### src/rtl/sdram_arbit.sv
// sdram_arbit: SDRAM command arbiter for init/refresh/write/read requesters; define ARBIT_RR_EN for write/read round-robin
module sdram_arbit (
    input  logic        sysclk_100M,
    input  logic        rst,
    input  logic        init_end,
    input  logic [3:0]  init_cmd,
    input  logic [12:0] init_addr,
    input  logic        refresh_req,
    input  logic        refresh_end,
    input  logic [3:0]  refresh_cmd,
    output logic        refresh_ack,
    input  logic        write_req,
    input  logic        write_end,
    input  logic [3:0]  write_cmd,
    input  logic [1:0]  write_ba,
    input  logic [12:0] write_addr,
    output logic        write_ack,
    input  logic        read_req,
    input  logic        read_end,
    input  logic [3:0]  read_cmd,
    input  logic [1:0]  read_ba,
    input  logic [12:0] read_addr,
    output logic        read_ack,
    output logic [3:0]  sdram_cmd,
    output logic [1:0]  sdram_ba,
    output logic [12:0] sdram_addr,
    output logic [2:0]  arbit_state
);
    localparam logic [3:0] NOP = 4'b0111;

    typedef enum logic [2:0] {
        INIT    = 3'd0,
        ARBIT   = 3'd1,
        REFRESH = 3'd2,
        WRITE   = 3'd3,
        READ    = 3'd4
    } state_t;

    state_t state_q, state_d;
    logic   pick_write;

`ifdef ARBIT_RR_EN
    logic last_grant_q, last_grant_d;
    assign pick_write   = write_req && !(read_req && last_grant_q);
    assign last_grant_d = (state_q == ARBIT && !refresh_req && (write_req || read_req)) ? pick_write : last_grant_q;
    // remember whether the last write/read grant went to write (1) or read (0)
    always_ff @(posedge sysclk_100M or posedge rst) begin
        if (rst) last_grant_q <= 1'b0;
        else     last_grant_q <= last_grant_d;
    end
`else
    assign pick_write = write_req;
`endif

    // state register, reset aborts straight back to INIT
    always_ff @(posedge sysclk_100M or posedge rst) begin
        if (rst) state_q <= INIT;
        else     state_q <= state_d;
    end

    // next state: grants only from ARBIT, so a NOP cycle always separates two grants
    always_comb begin
        state_d = state_q;
        case (state_q)
            INIT:    state_d = init_end ? ARBIT : INIT;
            ARBIT:   state_d = refresh_req ? REFRESH : pick_write ? WRITE : read_req ? READ : ARBIT;
            REFRESH: state_d = refresh_end ? ARBIT : REFRESH;
            WRITE:   state_d = write_end ? ARBIT : WRITE;
            READ:    state_d = read_end ? ARBIT : READ;
            default: state_d = INIT;
        endcase
    end

    // command/address mux selected by the current owner
    always_comb begin
        sdram_cmd  = NOP;
        sdram_ba   = 2'd0;
        sdram_addr = 13'd0;
        case (state_q)
            INIT: begin
                sdram_cmd  = init_cmd;
                sdram_addr = init_addr;
            end
            REFRESH: sdram_cmd = refresh_cmd;
            WRITE: begin
                sdram_cmd  = write_cmd;
                sdram_ba   = write_ba;
                sdram_addr = write_addr;
            end
            READ: begin
                sdram_cmd  = read_cmd;
                sdram_ba   = read_ba;
                sdram_addr = read_addr;
            end
            default: sdram_cmd = NOP;
        endcase
    end

    assign refresh_ack = (state_q == REFRESH);
    assign write_ack   = (state_q == WRITE);
    assign read_ack    = (state_q == READ);
    assign arbit_state = state_q;
endmodule

### config.mk
export PLATFORM = sky130hd
export DESIGN_NAME = sdram_arbit
export DESIGN_NICKNAME = d
export VERILOG_FILES = /design/src/rtl/sdram_arbit.sv
export SDC_FILE = /design/constraint.sdc
export NUM_CORES = 1
export LEC_CHECK = 0
export BUFFER_PORTS_ARGS = -buffer_cell sky130_fd_sc_hd__buf_2
export CAP_MARGIN = 30
export CORE_MARGIN = 2
export CORE_UTILIZATION = 31
export CTS_BUF_LIST = sky130_fd_sc_hd__clkbuf_16
export CTS_CLUSTER_SIZE = 20
export DETAILED_ROUTE_END_ITERATION = 10
export PLACE_DENSITY_LB_ADDON = 0.25
export SLEW_MARGIN = 10
export SYNTH_ARGS = -nofsm -noshare
export SYNTH_HDL_FRONTEND = slang
export SYNTH_SLANG_ARGS = --single-unit
### constraint.sdc
create_clock -name sysclk_100M -period 1.31 [get_ports sysclk_100M]
set_input_delay 0.0655 -clock sysclk_100M [delete_from_list [all_inputs] [get_ports sysclk_100M]]
set_output_delay 0.0655 -clock sysclk_100M [all_outputs]
set_load 0.03 [all_outputs]
==> qor.txt, run 1 <==
Stopped at -> 5_1_grt
num ports -> 93
clk sinks -> 3
placed cell area -> 1430 sq um
I/O Buffers -> 92
Rows -> 16
worst endpoint type -> output port
largest area contributor in the synthesized netlist -> mux2i_1
clock buffer count from CTS -> 3
top post-synthesis cells by area -> mux2i_1 (28%), o2bb2ai_1 (17%), dfrtp_1 (11%)
sequential area share after synthesis -> 0.111
syn avg cell area -> 8.91 sq um
stop err -> [ERROR DPL-0038] Utilization greater than 100%, impossible to legalize
CTS root buf -> clkbuf_16
# H-tree levels -> 1
Synth Flop Type -> dfrtp_1
number of synthesized flops with an enable pin -> 0
Mapped Nets -> 144
async set-reset flop share out of synthesis -> 1.00
pin count of the biggest net entering global routing -> 14
die width -> 50.7 microns
flop and latch count out of synthesis -> 3
YS warnings -> 0
Netlist cell types -> 25
RD Place Congestion -> 0.734
Cells after Synth -> 76
Initial Util -> 0.338
clk buf depth -> 2
HPWL Detailed -> 2.15 mm
status -> did not finish
Die H -> 50.7 microns
post-GRT worst EP -> sdram_addr[7]
post-synthesis cell area -> 677 sq um
Yosys top cell area share -> 0.281
## metrics by stage
step	setup TNS [ns]	cells	worst slack [ns]	utilization	hold WS, ns
4_1_cts	-2.30	208	-0.132	0.953	0.165
2_1_floorplan	-1.38	76	-0.0960	-	-0.181
3_3_place_gp	0	195	0.0285	0.716	-0.0675
3_5_place_dp	-0.0186	195	-0.0186	0.716	-0.0618
## what timing repair did
action / in CTS
endpoints found under the setup margin: 22
setup buffers: 8
pin swaps: 9
gates resized for setup: 70
gates cloned: 1
hold buffers: 1
hold endpoints to repair: 3
## Yosys cell counts, drive strengths merged, types with 2 or more instances
master   instances
a211oi           4
a21oi            2
a22o             2
a22oi            3
a32oi            2
buf              8
dfrtp            3
inv              4
mux2i           19
nor2             3
nor2b            2
o21ai            2
o2bb2ai         13
## cell families after synthesis
kind of cell,Yosys count,share of synthesized area
compound gates,30,0.357
mux,19,0.281
simple gates,12,0.113
buf+inv,12,0.139
flops,3,0.111
==> inputs of run 2 (changes only) <==
CORE_AREA = 2 2 63 65   (was unset)
CORE_MARGIN = unset   (was 2)
CORE_UTILIZATION = unset   (was 31)
CTS_BUF_LIST = unset   (was sky130_fd_sc_hd__clkbuf_16)
CTS_CLUSTER_SIZE = unset   (was 20)
DIE_AREA = 0 0 65 67   (was unset)
PLACE_DENSITY_LB_ADDON = 0.15   (was 0.25)
==> qor.txt, run 2 <==
clk sinks -> 3
crit share post-route -> 1.14
Synth Area in Compound Gates -> 0.357
commonest non-fill, non-tap cell in the layout -> buf_2
antenna diode count -> 0
Multi-input gate area -> 886 sq um
count leader, synth -> mux2i_1
skew final -> 0.000677 ns
clock buffer count from CTS -> 3
Max-Cap Viols -> 0
most frequent cells in the layout -> buf_2 (70), buf_6 (31), buf_4 (13), o2bb2ai_4 (9), mux2i_2 (8)
die width -> 65 microns
post-synthesis cell area -> 677 sq um
WL per Instance -> 14.0 microns
Total GRT Usage -> 0.131
filler cell count -> 321
Final Instance Area -> 2080 sq um
Cell Chain, Critical Path -> buf_6, buf_8, and2_4, a22o_2, buf_6
pin count of the biggest net entering global routing -> 16
RD Place Congestion -> 0.702
Initial Util -> 0.188
clk buf depth -> 2
Layout Nets -> 265
Cells after Synth -> 76
die area -> 4360 sq um
placed cells -> 220
Post-Synth XOR/XNOR Area -> 0
PnR worst setup slack -> -0.184 ns
Antenna Nets Post-Route -> 0
vias in the first global route -> 997
async set-reset flop share out of synthesis -> 1.00
CP peak stage delay -> 0.42 ns
worst slew pin tran -> 0.264 ns
DRT Wirelength -> 3.41 mm
mux share of post-synthesis cell area -> 0.281
Clk pin slew, worst setup/hold paths -> 0.03 ns
CTS root buf -> clkbuf_8
CP Launch Point -> arbit_state[2]$_DFF_PP0_
number of remaining DRC errors -> 0
number of DRC markers in iteration 0 -> 36
launching point of the worst reg2reg path -> arbit_state[2]$_DFF_PP0_
Setup CP Type -> register to output pin
share of cells above drive strength 1 -> 0.888
number of synthesized flops with an enable pin -> 0
R2R Setup Slk -> -0.12 ns
Netlist cell types -> 25
total number of vias -> 1100
flop and latch count out of synthesis -> 3
CP max FO -> 6
Mapped Nets -> 144
syn avg cell area -> 8.91 sq um
total congestion overflow -> 0
sequential area share after synthesis -> 0.111
HPWL Detailed -> 2.27 mm
leak pwr -> 0.916 nW
Arr. time, crit path -> 1.43 ns
CP Data Required Time -> 1.24 ns
CP Capture Type -> output pin
post-layout min period -> 1.49 ns
Synth Flop Type -> dfrtp_1
final std cells w/o fill -> 244
core outline area -> 3610 sq um
num ports -> 93
slew margin rel. -> 0.821
YS warnings -> 0
Crit-path slowest cell -> dfrtp_2
FMAX -> 0.669 GHz
I/O Buffers -> 92
RSZ-0062 raised after global routing -> yes
synth-to-layout area growth -> 207%
TritonCTS clock tree -> done
maximum vdd drop -> 0.000960 V
Yosys top cell area share -> 0.281
Top Family by Delay on Critical Path -> buffers and inverters
Setup violations, final -> 22
placed cell area -> 1490 sq um
worst hold-check path type -> input port to register
max reg flops -> 3
pwr dens -> 2260 nW/um^2
first-pass GRT wire length -> 4.35 mm
Hold Violations, Final -> 0
hold path start -> read_end
# H-tree levels -> 1
largest area contributor in the synthesized netlist -> mux2i_1
Clock Latency Late Sink -> 0.22 ns
Pins Over Slew Limit -> 0
drt pass-1 iters -> 4
Synth top cells by count -> mux2i_1 (19), o2bb2ai_1 (13), buf_6 (5)
DR vias/cell -> 4.51
Pwr Total -> 0.00469 W
WP buf/inv -> 3
Die H -> 67 microns
register area -> 78.8 sq um
antenna violations before repair -> 0
failing checks -> negative setup slack
crit-path most repeated cell -> buf_6
status -> finished with violations
Post-Synth Simple-Gate Area -> 0.113
startpoint types -> register
final setup TNS -> -3.28 ns
Rows -> 22
Post-Synth Adder-Cell Area -> 0
largest family of logic cells by synthesized area -> compound AO/OA/AOI/OAI gates
top post-synthesis cells by area -> mux2i_1 (28%), o2bb2ai_1 (17%), dfrtp_1 (11%)
## run 2: power breakdown
group / leakage, nW / total (W) / internal (W) / switching [W]
combinational: 0.860 / 0.00421 / 0.00217 / 0.00204
sequential: 0.0337 / 0.000202 / 0.000138 / 0.0000634
clock: 0.0228 / 0.000279 / 0.000208 / 0.0000707
total: 0.916 / 0.00469 / 0.00252 / 0.00217
## run 2: routing by layer
layer  vias to the layer above  GRT usage  wire (microns)
li1                        542          -               -
met1                       493      0.136            1250
met2                        61      0.246            1860
met3                         4     0.0152             230
met4                         0     0.0878              68
met5                         -          0               0
## run 2: cell families after synthesis
logic type,Yosys count
simple gates,12
buf+inv,12
compound gates,30
flops,3
mux,19
## run 2: cell type report
| type | instances | area share |
|---|---|---|
| sequential | 3 | 0.0380 |
| timing repair buffer | 124 | 0.476 |
| tap | 48 | 0.0289 |
| clock buffer | 4 | 0.0217 |
| multi-input combinational | 61 | 0.427 |
| inverter | 4 | 0.00904 |
## run 2: timing repair
item | 4_1_cts | 5_1_grt
hold buffers | 1 | 0
setup endpoints to repair | 21 | 25
gates resized for setup | 44 | 52
pin swaps | 0 | 11
gates cloned | 0 | 2
setup buffers | 3 | 14
hold endpoints to repair | 3 | 0
## run 2: metrics by stage
stage	setup slack, ns	utilization	hold slack [ns]
finish	-0.184	0.576	0.181
global placement	0.00237	0.413	-0.0617
detailed placement	0.0102	0.413	-0.0597
floorplan	-0.0960	-	-0.181
CTS	-0.186	0.476	0.158
global route	-0.214	0.576	0.185
## run 2: path summary, 6_finish.rpt
kind,endpoint,cells after the start
min in group asynchronous,arbit_state[2]$_DFF_PP0_,3
max reg2reg,arbit_state[2]$_DFF_PP0_,6
min,arbit_state[0]$_DFF_PP0_,3
max,sdram_ba[1],5
min reg2reg,arbit_state[1]$_DFF_PP0_,2
max in group asynchronous,arbit_state[0]$_DFF_PP0_,3
## run 2: worst reg2reg max path, stage by stage, from the launching register on
cell,delay (ns)
dfrtp_2,0.42
buf_6,0.14
buf_4,0.12
buf_6,0.11
nor4b_4,0.29
a32oi_1,0.16
a21oi_2,0.12
No activity file was read; power rests on OpenSTA's default activity.
==> inputs of run 3 (changes only) <==
PLACE_DENSITY = 0.5   (was unset)
PLACE_DENSITY_LB_ADDON = unset   (was 0.15)
SLEW_MARGIN = unset   (was 10)
==> qor.txt, run 3 (same netlist as run 2, synthesis figures left out) <==
CTS root buf -> clkbuf_8
final std cells w/o fill -> 236
Layout Nets -> 257
startpoint types -> register
HPWL Detailed -> 2.43 mm
WL per Instance -> 14.3 microns
core outline area -> 3610 sq um
leak pwr -> 0.887 nW
R2R Setup Slk -> -0.06 ns
CP Capture Type -> output pin
Setup violations, final -> 22
skew final -> 0.000857 ns
Initial Util -> 0.188
number of remaining DRC errors -> 0
crit share post-route -> 1.12
synth-to-layout area growth -> 209%
Antenna Nets Post-Route -> 0
placed cells -> 222
Total GRT Usage -> 0.156
drt pass-1 iters -> 3
Arr. time, crit path -> 1.40 ns
Die H -> 67 microns
pwr dens -> 2180 nW/um^2
commonest non-fill, non-tap cell in the layout -> buf_2
worst hold-check path type -> input port to register
failing checks -> negative setup slack
total congestion overflow -> 0
Setup WS pre-CTS -> -0.0365 ns
DRT Wirelength -> 3.37 mm
pin count of the biggest net entering global routing -> 11
slew margin rel. -> 0.796
Hold Violations, Final -> 0
clk buf depth -> 2
Hold Crit Depth -> 3
RSZ-0062 raised after global routing -> yes
Worst Hold Endpoint -> arbit_state[0]$_DFF_PP0_
# H-tree levels -> 1
Pins Over Slew Limit -> 0
first-pass GRT wire length -> 5.17 mm
CP max FO -> 6
status -> finished with violations
RR Endpoint -> arbit_state[2]$_DFF_PP0_
worst slew pin tran -> 0.303 ns
number of DRC markers in iteration 0 -> 14
hold slack final -> 0.140 ns
Reg2Reg Depth -> 5
Max-Cap Viols -> 0
TritonCTS clock tree -> done
FMAX -> 0.683 GHz
Clk pin slew, worst setup/hold paths -> 0.03 ns
most frequent cells in the layout -> buf_2 (70), buf_6 (32), o2bb2ai_4 (13), mux2i_4 (12), buf_4 (8)
final setup TNS -> -2.75 ns
CP Data Required Time -> 1.24 ns
PnR worst setup slack -> -0.153 ns
I/O Buffers -> 92
hold path start -> init_end
num ports -> 93
die width -> 65 microns
antenna violations before repair -> 0
launching point of the worst reg2reg path -> arbit_state[2]$_DFF_PP0_
clk sinks -> 3
die area -> 4360 sq um
Setup CP Type -> register to output pin
Rows -> 22
post-layout min period -> 1.46 ns
total number of vias -> 1091
Clock Latency Late Sink -> 0.22 ns
share of cells above drive strength 1 -> 0.894
DR vias/cell -> 4.62
maximum vdd drop -> 0.000991 V
vias in the first global route -> 1180
clock buffer count from CTS -> 3
antenna diode count -> 0
max reg flops -> 3
RD Place Congestion -> 0.796
==> run 3: worst max-delay path, stage by stage (launching register included) <==
cell and delay, ns:
dfrtp_2 0.48, buf_6 0.17, buf_6 0.11, o32ai_4 0.25, buf_6 0.16
==> run 3: area by class of cell <==
cell class	instances	area (sq um)
fillers	293	1510
multi-input cells	61	1010
well taps	48	60.1
flip-flops and latches	3	78.8
inverters	4	15.0
clock buffers	4	45.0
repair buffers	116	883
==> run 3: report_power, final <==
group | internal (W) | total, W | switching (W)
clock network | 0.000208 | 0.000273 | 0.0000654
registers | 0.000138 | 0.000218 | 0.0000795
logic | 0.00204 | 0.00407 | 0.00204
total | 0.00238 | 0.00457 | 0.00218
==> run 3: stage by stage <==
stage	area, sq um	util	total power [W]
floorplan	941	-	0.00242
global placement	1500	0.417	0.00310
detailed placement	1500	0.417	0.00314
CTS	2010	0.559	0.00450
global route	2090	0.581	0.00477
finish	2090	0.581	0.00457
==> run 3: routing by layer <==
| layer | up-vias | wire length [microns] | track usage |
|---|---|---|---|
| li1 | 524 | - | - |
| met1 | 496 | 1100 | 0.139 |
| met2 | 62 | 1920 | 0.329 |
| met3 | 9 | 269 | 0.0287 |
| met4 | 0 | 75 | 0.0771 |
| met5 | - | 0 | 0 |
==> run 3: how the worst max path moves through the flow <==
stage                                   startpoint             to  slack (ns)  depth (start not counted)
final                     arbit_state[2]$_DFF_PP0_   sdram_cmd[3]       -0.15                          4
after global routing      arbit_state[0]$_DFF_PP0_   sdram_cmd[2]       -0.21                          5
after CTS                 arbit_state[0]$_DFF_PP0_   sdram_cmd[3]       -0.17                          4
after detailed placement  arbit_state[0]$_DFF_PP0_  sdram_addr[8]       -0.04                          4
after global placement    arbit_state[2]$_DFF_PP0_  sdram_addr[3]       -0.01                          4
after floorplan           arbit_state[1]$_DFF_PP0_    sdram_ba[0]        -0.1                          4
==> run 3: timing repair <==
action	in CTS	in global routing
gates cloned	1	0
setup endpoints to repair	22	25
pin swaps	12	2
resized for setup	89	14
endpoints found under the hold margin	3	0
hold buffers	1	0
setup buffers	8	0
==> inputs of run 4 (changes only) <==
CELL_PAD_IN_SITES_DETAIL_PLACEMENT = 0   (was unset)
CELL_PAD_IN_SITES_GLOBAL_PLACEMENT = 1   (was unset)
PLACE_DENSITY = 0.76   (was 0.5)
==> qor.txt, run 4 (same netlist as run 2, synthesis figures left out) <==
Final Instance Area -> 2070 sq um
startpoint types -> register
die area -> 4360 sq um
most frequent cells in the layout -> buf_2 (70), buf_6 (29), mux2i_4 (11), buf_4 (11), o2bb2ai_4 (10)
slew margin rel. -> 0.844
number of remaining DRC errors -> 0
DRT Wirelength -> 2.96 mm
failing checks -> negative setup slack
pwr dens -> 2140 nW/um^2
drt pass-1 iters -> 4
skew final -> 0.000383 ns
number of DRC markers in iteration 0 -> 21
core outline area -> 3610 sq um
Hold Violations, Final -> 0
FMAX -> 0.694 GHz
leak pwr -> 0.886 nW
Pwr Total -> 0.00444 W
antenna violations before repair -> 0
status -> finished with violations
PnR worst setup slack -> -0.130 ns
total number of vias -> 1085
Clock Latency Late Sink -> 0.21 ns
clock buffer count from CTS -> 3
die width -> 65 microns
clk buf depth -> 2
max reg flops -> 3
post-layout min period -> 1.44 ns
total congestion overflow -> 0
RSZ-0062 raised after global routing -> yes
TritonCTS clock tree -> done
Total GRT Usage -> 0.131
CP Capture Type -> output pin
synth-to-layout area growth -> 206%
I/O Buffers -> 92
DR vias/cell -> 4.54
Antenna Nets Post-Route -> 0
maximum vdd drop -> 0.00103 V
filler cell count -> 311
clk sinks -> 3
Die H -> 67 microns
worst slew pin tran -> 0.229 ns
Arr. time, crit path -> 1.37 ns
Setup violations, final -> 22
WL per Instance -> 12.4 microns
first-pass GRT wire length -> 4.40 mm
Layout Nets -> 260
Clk pin slew, worst setup/hold paths -> 0.03 ns
placed cell area -> 1500 sq um
vias in the first global route -> 1078
CP Data Required Time -> 1.24 ns
Rows -> 22
final std cells w/o fill -> 239
HPWL Detailed -> 2.26 mm
Max-Cap Viols -> 0
Pins Over Slew Limit -> 0
worst hold-check path type -> input port to register
antenna diode count -> 0
Initial Util -> 0.188
commonest non-fill, non-tap cell in the layout -> buf_2
crit share post-route -> 1.10
pin count of the biggest net entering global routing -> 11
hold slack final -> 0.127 ns
share of cells above drive strength 1 -> 0.895
# H-tree levels -> 1
CP max FO -> 6
placed cells -> 221
num ports -> 93
CTS root buf -> clkbuf_8
Setup CP Type -> register to output pin
RD Place Congestion -> 0.727
run 4: routing by layer:
metal	global-route usage	wire [microns]
met1	0.129	1060
met2	0.256	1630
met3	0.0287	247
met4	0.0665	27
met5	0	0
run 4: power by group:
part | internal, W | switching [W]
combinational | 0.00201 | 0.00197
sequential | 0.000138 | 0.0000552
clock | 0.000207 | 0.0000572
total | 0.00236 | 0.00209
run 4: path summary, 6_finish.rpt:
check / slack [ns] / cells past startpoint / end / startpoint
min in group asynchronous: 0.27 / 3 / arbit_state[2]$_DFF_PP0_ / rst
max in group asynchronous: 0.90 / 3 / arbit_state[1]$_DFF_PP0_ / rst
min: 0.13 / 3 / arbit_state[0]$_DFF_PP0_ / init_end
max reg2reg: -0.07 / 6 / arbit_state[2]$_DFF_PP0_ / arbit_state[2]$_DFF_PP0_
max: -0.13 / 4 / sdram_addr[5] / arbit_state[0]$_DFF_PP0_
min reg2reg: 0.81 / 3 / arbit_state[1]$_DFF_PP0_ / arbit_state[0]$_DFF_PP0_
run 4: through the flow:
stage / utilization / setup slack, ns / setup TNS [ns]
2_1_floorplan: - / -0.0960 / -1.38
3_3_place_gp: 0.415 / 0.0439 / 0
3_5_place_dp: 0.415 / -0.00668 / -0.00668
4_1_cts: 0.542 / -0.141 / -2.35
5_1_grt: 0.575 / -0.179 / -3.37
6_report: 0.575 / -0.130 / -2.15
run 4: area by class of cell:
type / instances / area (sq um) / share of cell area
clock buffers: 4 / 45.0 / 0.0217
inverters: 4 / 18.8 / 0.00905
multi-input cells: 61 / 956 / 0.461
flip-flops and latches: 3 / 78.8 / 0.0380
well taps: 48 / 60.1 / 0.0290
repair buffers: 119 / 915 / 0.441
run 4: repair_timing:
item	CTS	global route
pin swaps	12	7
endpoints found under the hold margin	3	0
buffers inserted	9	3
endpoints found under the setup margin	22	25
cloned	0	1
hold buffers	1	0
gates resized for setup	84	14
run 4: critical path, stage by stage (launching register included):
cell       delay (ns)
dfrtp_2          0.44
or2_4            0.28
clkbuf_16        0.17
o2bb2ai_4        0.13
buf_6            0.14
